$ cat src/rtl/regfile_pkg.sv
// regfile_pkg
//   Shared constants and helpers for the multi-read-port register file.
//   DW_DEF / DEPTH_DEF / NRD_MAX : default geometry and read-port ceiling.
//   AW_MAX / RA_BUS_W            : widest address and packed read-address bus
//                                  that port_addr() can unpack.
//   port_addr()                  : extracts the address of read port idx from
//                                  a packed bus laid out as [idx*aw +: aw].
package regfile_pkg;

  localparam int DW_DEF    = 32;
  localparam int DEPTH_DEF = 32;
  localparam int NRD_MAX   = 4;
  localparam int AW_MAX    = 16;
  localparam int RA_BUS_W  = NRD_MAX * AW_MAX;

  // The bus is zero-extended to RA_BUS_W by the caller, so one helper covers
  // every legal parameterisation; the caller truncates to its own AW.
  function automatic logic [AW_MAX-1:0] port_addr(input logic [RA_BUS_W-1:0] bus,
                                                  input int idx,
                                                  input int aw);
    logic [RA_BUS_W-1:0] shifted;
    logic [AW_MAX-1:0]   mask;
    shifted = bus >> (idx * aw);
    mask    = '0;
    for (int b = 0; b < AW_MAX; b++) begin
      if (b < aw) mask[b] = 1'b1;
    end
    return shifted[AW_MAX-1:0] & mask;
  endfunction

endpackage

$ cat src/rtl/regfile_scoreboard.sv
// regfile_scoreboard
//   Per-register pending bits for RAW hazard detection, plus a registered
//   count of how many registers are pending.
//   Ports:
//     clk, rst_n        clock, asynchronous active-low reset
//     set_en, set_addr  reservation (already qualified: valid, not reg 0)
//     clr_en, clr_addr  retiring write (already qualified)
//     pend              pending vector, one bit per register
//     pend_cnt          popcount of pend, updated on the same edge as pend
module regfile_scoreboard import regfile_pkg::*; #(
  parameter int DEPTH = DEPTH_DEF,
  parameter int AW    = $clog2(DEPTH)
) (
  input  logic             clk,
  input  logic             rst_n,
  input  logic             set_en,
  input  logic [AW-1:0]    set_addr,
  input  logic             clr_en,
  input  logic [AW-1:0]    clr_addr,
  output logic [DEPTH-1:0] pend,
  output logic [AW:0]      pend_cnt
);

  logic [DEPTH-1:0] pend_next;
  logic [AW:0]      cnt_next;

  // Set is applied after clear so that a new producer issuing on the same
  // edge the old one retires keeps the register pending. The count is taken
  // from the next-state vector so it lands on the same edge as pend.
  always_comb begin
    pend_next = pend;
    if (clr_en) pend_next[clr_addr] = 1'b0;
    if (set_en) pend_next[set_addr] = 1'b1;
    cnt_next = '0;
    for (int i = 0; i < DEPTH; i++) begin
      cnt_next = cnt_next + (AW+1)'(pend_next[i]);
    end
  end

  always_ff @(posedge clk or negedge rst_n) begin
    if (!rst_n) begin
      pend     <= '0;
      pend_cnt <= '0;
    end else begin
      pend     <= pend_next;
      pend_cnt <= cnt_next;
    end
  end

endmodule

$ cat src/rtl/regfile_mp.sv
// regfile_mp
//   Parametrised register file: one write port, NRD combinational read ports
//   and a pending scoreboard so issue logic can detect RAW hazards.
//   Parameters: DW data width, DEPTH registers (>= 2), NRD read ports (1..4),
//               ZERO_REG (1: register 0 reads 0, ignores writes, never pends).
//   Ports:
//     clk                       clock, rising edge
//     Reset                     asynchronous active-low reset
//     Wenable, WrtAdd, DIn      write port (writeback stage)
//     RdAdd  [NRD*AW]           packed read addresses, port i at [i*AW +: AW]
//     Data   [NRD*DW]           packed read data,      port i at [i*DW +: DW]
//     Busy   [NRD]              port i addresses a pending register
//     Reserve, ResAdd           mark a register pending (producer issued)
//     PendCnt [AW+1]            number of pending registers
//   Build option: define REGFILE_BYPASS_EN to forward a same-cycle write to
//   any read port addressing the written register (and report it not busy).
module regfile_mp import regfile_pkg::*; #(
  parameter int DW       = DW_DEF,
  parameter int DEPTH    = DEPTH_DEF,
  parameter int NRD      = 2,
  parameter int ZERO_REG = 1,
  localparam int AW      = $clog2(DEPTH)
) (
  input  logic              clk,
  input  logic              Reset,
  input  logic              Wenable,
  input  logic [AW-1:0]     WrtAdd,
  input  logic [DW-1:0]     DIn,
  input  logic [NRD*AW-1:0] RdAdd,
  output logic [NRD*DW-1:0] Data,
  output logic [NRD-1:0]    Busy,
  input  logic              Reserve,
  input  logic [AW-1:0]     ResAdd,
  output logic [AW:0]       PendCnt
);

  logic [DW-1:0]       mem [DEPTH];
  logic [DEPTH-1:0]    pend;
  logic [RA_BUS_W-1:0] rd_bus;
  logic                wr_ok;
  logic                res_ok;

  // An address is usable when it names a real register and is not the
  // hard-wired zero register.
  function automatic logic addr_ok(input logic [AW-1:0] a);
    logic in_range;
    logic is_zero;
    in_range = (32'(a) < DEPTH);
    is_zero  = (ZERO_REG != 0) && (a == '0);
    return in_range && !is_zero;
  endfunction

  assign rd_bus = RA_BUS_W'(RdAdd);
  assign wr_ok  = Wenable && addr_ok(WrtAdd);
  assign res_ok = Reserve && addr_ok(ResAdd);

  // Storage: clears asynchronously so reads drop to zero the moment reset
  // asserts; writes that coincide with reset are lost.
  always_ff @(posedge clk or negedge Reset) begin
    if (!Reset) begin
      for (int k = 0; k < DEPTH; k++) mem[k] <= '0;
    end else if (wr_ok) begin
      mem[WrtAdd] <= DIn;
    end
  end

  regfile_scoreboard #(
    .DEPTH(DEPTH),
    .AW   (AW)
  ) u_scoreboard (
    .clk     (clk),
    .rst_n   (Reset),
    .set_en  (res_ok),
    .set_addr(ResAdd),
    .clr_en  (wr_ok),
    .clr_addr(WrtAdd),
    .pend    (pend),
    .pend_cnt(PendCnt)
  );

  // Read muxing. Invalid addresses read 0 and never report busy. With the
  // bypass built in, a matching in-flight write overrides both data and busy,
  // even when a reservation to the same register lands on the same edge; the
  // bypass is gated by reset so outputs stay zero while reset is asserted.
  always_comb begin
    Data = '0;
    Busy = '0;
    for (int i = 0; i < NRD; i++) begin
      logic [AW-1:0] a;
      a = AW'(port_addr(rd_bus, i, AW));
      if (addr_ok(a)) begin
        Data[i*DW +: DW] = mem[a];
        Busy[i]          = pend[a];
      end
`ifdef REGFILE_BYPASS_EN
      if (Reset && wr_ok && (WrtAdd == a)) begin
        Data[i*DW +: DW] = DIn;
        Busy[i]          = 1'b0;
      end
`endif
    end
  end

endmodule
$ cat config.mk
export PLATFORM = sky130hd
export DESIGN_NAME = regfile_mp
export DESIGN_NICKNAME = d
export VERILOG_FILES = /design/src/rtl/regfile_pkg.sv /design/src/rtl/regfile_scoreboard.sv /design/src/rtl/regfile_mp.sv
export SDC_FILE = /design/constraint.sdc
export NUM_CORES = 2
export LEC_CHECK = 0
export CAP_MARGIN = 20
export CORE_UTILIZATION = 60
export CTS_BUF_LIST = sky130_fd_sc_hd__clkbuf_4 sky130_fd_sc_hd__clkbuf_8 sky130_fd_sc_hd__clkbuf_16
export DETAILED_ROUTE_END_ITERATION = 7
export PLACE_DENSITY = 0.77
export SLEW_MARGIN = 20
export SYNTH_ARGS = -nofsm -noshare
export SYNTH_HDL_FRONTEND = slang
export SYNTH_SLANG_ARGS = --single-unit
$ cat constraint.sdc
create_clock -name clk -period 5.65 [get_ports clk]
set_input_delay 1.13 -clock clk [delete_from_list [all_inputs] [get_ports clk]]
set_output_delay 1.13 -clock clk [all_outputs]
set_load 0.02 [all_outputs]
Word-level counts from Yosys, hierarchy flattened
Cells that the tools add are included.

Flip-flop bits (word level): 1062. Input bits: 56. Output and inout bits: 72. Word-level logic and storage cells: 115.

Add/subtract/negate cells: 31. Magnitude comparators: 10. Muxes and demuxes: 23. Bitwise logic cells: 6. Reductions and logical operators: 11.

Operator list (count): bitwise mux 1024 bit (1); binary-select mux 32 bit (select 5 bit) (2); two-way mux 32 bit (9); adder 6 x 1 -> 6 bit (30); demux 32 bit (select 5 bit) (1); AND 32 bit (1); inverter 32 bit (1); OR 32 bit (1); less-than comparator 5 x 6 -> 1 bit, second input constant (4); zero test 5 bit (4); >= comparator 6 bit, second input constant (3); inverter 5 -> 6 bit (3); binary-select mux 1 bit (select 5 bit) (2); demux 1 bit (select 5 bit) (2); >= comparator 5 x 1 -> 1 bit, second input constant (2); less-than comparator 6 x 1 -> 1 bit, second input constant (1); two-way mux 1 bit (6); logical AND 1 bit (5); adder 1 x 1 -> 2 bit (1); zero test 1 bit (2).

Logic depth before layout (Yosys ltp)
Word-level depth: 40. Mapped depth: 23. Depth with buffers taken out: 21.

Modules after synthesis
A second synthesis with hierarchy kept.

Cells, all modules: 3877. Area total of the unflattened synthesis: 58011.9 sq um.

By module, submodules not included: regfile_mp (instances 1, cells each 3659, area each 55650.9 sq um, seq. area each 25624.6 sq um); regfile_scoreboard (instances 1, cells each 218, area each 2361.0 sq um, seq. area each 950.9 sq um).

Worst setup path before layout
No wires, ideal clock.

Kind: input-to-reg. Start: in WrtAdd[4]. End: reg u_scoreboard.pend_cnt[4]. Library setup time: 123 ps. Data arrival time: 6463 ps. Data required time: 5527 ps. Slack: -936 ps. Stages: 18. Path buffers: 2. Cell sequence: buf_2 -> nor3_1 -> nand2_1 -> buf_2 -> a22o_1 -> ha_1 -> fa_1 -> fa_1 -> fa_1 -> fa_1 -> inv_1 -> fa_1 -> fa_1 -> fa_1 -> fa_1 -> o21ai_0 -> a21oi_1 -> xnor2_1.

Longest elaborated chain between the ends: 40. Elaborated cells between the ends (all ways): 44. Those cells by class: add/sub: 31; order compare: 2; mux: 4; bitwise: 3; reduce/logical: 4.

RTL lines: from (decl) (line regfile_mp.sv:27) `input logic [AW-1:0] WrtAdd,`; less-than comparator 5 x 6 -> 1 bit (implied by the code) / >= comparator 5 x 1 -> 1 bit (equally long branches) (line regfile_scoreboard.sv:32) `if (clr_en) pend_next[clr_addr] = 1'b0;`; logical AND 1 bit (implied by the code) (line regfile_scoreboard.sv:32); two-way mux 1 bit (implied by the code) (line regfile_scoreboard.sv:32); demux 1 bit (select 5 bit); inverter 32 bit (no line); AND 32 bit (no line); two-way mux 32 bit (*) (line regfile_scoreboard.sv:32); OR 32 bit (no line); two-way mux 32 bit (*) (line regfile_scoreboard.sv:33) `if (set_en) pend_next[set_addr] = 1'b1;`; net u_scoreboard.pend_next[1] (line regfile_scoreboard.sv:24) `logic [DEPTH-1:0] pend_next;`; adder 1 x 1 -> 2 bit (*) (line regfile_scoreboard.sv:36) `cnt_next = cnt_next + (AW+1)'(pend_next[i]);`; adder 6 x 1 -> 6 bit (*) (30 in a row) (line regfile_scoreboard.sv:36); net u_scoreboard.cnt_next[4] (line regfile_scoreboard.sv:25) `logic [AW:0] cnt_next;`; to (signal assigned) (line regfile_scoreboard.sv:46) `pend_cnt <= cnt_next;`; to (decl) (line regfile_scoreboard.sv:21) `output logic [AW:0] pend_cnt`.

The timed path passes the listed nets; every way through them passes the cells marked *. A chain may end at the register's enable or synchronous reset.

Final worst setup path
Start: in Wenable. End: reg u_scoreboard.pend_cnt[4].

Elaborated cells between the ends (all ways): 35. Those cells by class: add/sub: 31; mux: 2; bitwise: 1; reduce/logical: 1.

RTL lines: from (decl) (line regfile_mp.sv:26) `input logic Wenable,`; logical AND 1 bit (*) (line regfile_mp.sv:54) `assign wr_ok = Wenable && addr_ok(WrtAdd);`; two-way mux 32 bit (*) (line regfile_scoreboard.sv:32); OR 32 bit (no line); two-way mux 32 bit (*) (line regfile_scoreboard.sv:33); net u_scoreboard.pend_next[22] (line regfile_scoreboard.sv:24); adder 6 x 1 -> 6 bit (*) (10 in a row) (line regfile_scoreboard.sv:36); net u_scoreboard.cnt_next[4] (line regfile_scoreboard.sv:25).

Marks and branches as above.

==> key figures <==
Status
  – Status: finished with violations
  – Failing checks: negative setup slack

Critical path
  – Reg2Reg Depth: 16
  – CP endpoint: u_scoreboard.pend_cnt[4]
  – Setup crit start: Wenable
  – Kind of critical path: input port to register
  – Flop2flop setup slack: 0.54 ns
  – Max Fanout on Critical Path: 5
  – Reg2reg end: u_scoreboard.pend_cnt[4]
  – CP required: 6.25 ns
  – Worst Setup Start Kind: input port
  – CP endpoint kind: register
  – WP data arrival: 6.35 ns
  – R2r startpoint: u_scoreboard.pend[22]

Yosys
  – Mean Syn Cell Area: between 10 and 15 µm²
  – Post-synth EDFFs: 0
  – Post-Synthesis Cells: 3864
  – Most numerous cell in the Yosys netlist: dfrtp_1
  – Synth top area share: 45.96%
  – Net Count, Synth: 3952
  – Netlist Area Pre-Place: between 50000 and 60000 µm²
  – Ys flop type: dfrtp_1
  – Synthesis Warnings: 0
  – Unique masters post-synth: 52
  – Top cells by area, synth: dfrtp_1 (46%), mux2_2 (20%), mux4_2 (17%)
  – Post-synth ARST share: 100.0%
  – Most frequent cells after synthesis: dfrtp_1 (1062), mux2_2 (1023), mux4_2 (449)
  – Area leader, netlist: dfrtp_1
  – Register area share after synthesis: 45.96%
  – #FFs+latches synth: approximately 1100

Pwr
  – Switching share of total power: 29.98%
  – Pint: 18210 µW
  – VDD IR max: 0.001295 V
  – Clock Power Share: 30.2%
  – Seq pwr share: 39.3%
  – Leakage: about 0.028 µW
  – Power per Cell Area: 401.6 nW/µm²
  – Comb power frac: a little under a third
  – Psw: roughly 8000 µW

Layout
  – Nets: 4000
  – Share of layout cells above drive strength 1: 51.50%
  – Final Non-Filler Cells: about 5300
  – P&R area growth vs syn: 12.03%
  – Final instance area: 64780 µm²
  – Post-layout util: 67.97%

CTS
  – Root Driver: clkbuf_16
  – H-tree depth: 3
  – Cts bufs inserted: 116
  – TritonCTS clock tree: built
  – Clock Latency Late Sink: ~0.71 ns
  – Clock-pin slew on the worst setup and hold paths: 0.06 ns
  – Clock sink total: 1062
  – Post-CTS Hold Fix Bufs: 0
  – CTS max path bufs: 3

Place
  – Routability Congestion: 0.8994
  – Hpwl dp: 105300 µm
  – Port bufs: 127
  – Dpl cells: 5039
  – DP Area: 60530 µm²

Drt
  – Post-DRT Antenna Nets: 0
  – DRT Pass-1 Iters: 6
  – WL per Instance: 33.41 µm
  – DR vias/cell: roughly 7.2
  – Drt drc: 0
  – Via count: 37830
  – Final wirelength: around 180000 µm
  – DRT iter0 DRCs: 4273

STA
  – Final setup viols: 2
  – Final setup margin: -0.09602 ns
  – Final Skew: approximately 0.0028 ns
  – Worst-Margin Slew: about 1.1 ns
  – RSZ-0062 raised after global routing: true
  – Final period util: 101.7%
  – Slew margin rel.: 25.23%
  – Hold Fails Final Rpt: 0
  – Post-layout min period: between 5 and 6 ns
  – Final hold slack: between 0.3 and 0.4 ns
  – Fmax achieved: between 150 and 200 MHz
  – Final Max Slew Viols: 0

Global routing
  – First-pass GRT wire length: 263400 µm
  – Initial antenna violation count: 7
  – Congestion Overflow GR: 0
  – GRT Total Usage: 36.84%
  – Pin count of the biggest net entering global routing: about 120
  – Vias in the first global route: between 30000 and 40000

Die
  – Initial Util: between 60% and 70%
  – Boundary pin count: 128
  – Die Wd: 312.4 µm
  – Rows: 113
  – Chip Height: 312.4 µm
  – Die ar.: 97620 µm²
  – Core footprint: 95290 µm²

Run
  – Max_cap viols: 0

Hold path
  – Hold Path Depth: 0
  – HP Class: register to register
## flip-flops by register name, indices dropped and copies added, names as in the netlist
name / flops
u_scoreboard.pend: 32
u_scoreboard.pend_cnt: 6
mem: 1024
## worst min-delay path by stage
stage	start	to	slack, ns
floorplan	mem[1000]	mem[1000]	0.44
global placement	mem[1006]	mem[1006]	0.38
detailed placement	mem[1021]	mem[1021]	0.38
CTS	mem[1021]	mem[1021]	0.40
global route	mem[1001]	mem[1001]	0.41
finish	mem[1022]	mem[1022]	0.40
## power by group through the flow
| stage | combinational [µW] | sequential (µW) | clock, µW |
|---|---|---|---|
| 4_1_cts | 7440 | 10200 | 7900 |
| 2_1_floorplan | 5540 | 9940 | 0 |
| 6_report | 7950 | 10200 | 7850 |
| 3_5_place_dp | 7400 | 10300 | 0 |
| 3_3_place_gp | 7190 | 10200 | 0 |
| 5_1_grt | 8760 | 10400 | 8200 |
## routing by layer
metal	track usage (%)	share of wire [%]	up-vias
li1	-	-	15060
met1	51.28	39	20100
met2	55.62	46	2135
met3	9.423	11	530
met4	15.36	4.7	10
met5	0	0.065	-
## worst max-delay path, stage by stage
cell and delay, ns:
clkbuf_2 0.17, nand2_2 0.10, or2_0 0.23, o21ai_1 0.27
o21ai_2 0.13, fa_1 0.56, inv_2 0.04, fa_1 0.54
inv_2 0.04, fa_1 0.49, fa_1 0.55, inv_1 0.05
fa_1 0.49, fa_1 0.43, fa_2 0.38, fa_2 0.36
o21ai_2 0.16, a21oi_2 0.09, xnor2_1 0.12
## cells by family after synthesis
family                   after synthesis  synth area share (%)
multiplexers                        1652                 40.97
flip-flops                          1062                 45.96
buffers and inverters                484                 4.637
AO/OA/AOI/OAI                        424                 5.323
AND/OR/NAND/NOR                      208                 2.075
adder cells (fa/ha/maj)               32                 1.004
XOR/XNOR                               2               0.03030
## placed cells by master (no fill, tap or decap), types with 12 or more instances in the layout
master / instances
fa_1: 22
clkinv_2: 27
buf_12: 39
clkbuf_16: 116
mux2_1: 35
a22o_1: 20
nand2_1: 55
nand2_2: 14
a221oi_1: 44
mux2i_1: 132
clkdlybuf4s50_1: 79
nor2_4: 22
mux2_2: 1023
clkbuf_8: 31
o21ai_0: 103
nor2b_1: 67
buf_2: 12
buf_4: 219
a311oi_1: 66
inv_1: 38
a22oi_1: 72
clkbuf_4: 23
mux4_2: 449
dfrtp_1: 1062
o2111ai_1: 18
a211oi_1: 66
o21ai_1: 20
mux4_1: 13
## metrics by stage
step	power (µW)	worst slack, ns	setup TNS, ns
2_1_floorplan	15480	-0.5969	-2.228
5_1_grt	27370	-0.2724	-0.9652
3_5_place_dp	17710	-1.330	-6.684
3_3_place_gp	17370	-1.311	-6.536
6_report	26010	-0.09602	-0.1147
4_1_cts	25520	-0.07485	-0.07485
## area by class of cell
class / count / area, µm²
repair buffers: 372 / 3548
flip-flops and latches: 1062 / 26580
diodes: 1 / 2.502
multi-input cells: 2318 / 28910
inverters: 42 / 162.7
clock buffers: 170 / 3502
fillers: 6512 / 30520
well taps: 1265 / 1583
clock inverters: 46 / 489.2
## what timing repair did
action | CTS | global route
gates resized for setup | 31 | 30
pin swaps | 11 | 14
gates cloned | 2 | 0
endpoints found under the hold margin | 0 | 0
endpoints found under the setup margin | 6 | 5
buffers inserted | 8 | 10
No activity file was read; power rests on OpenSTA's default activity.
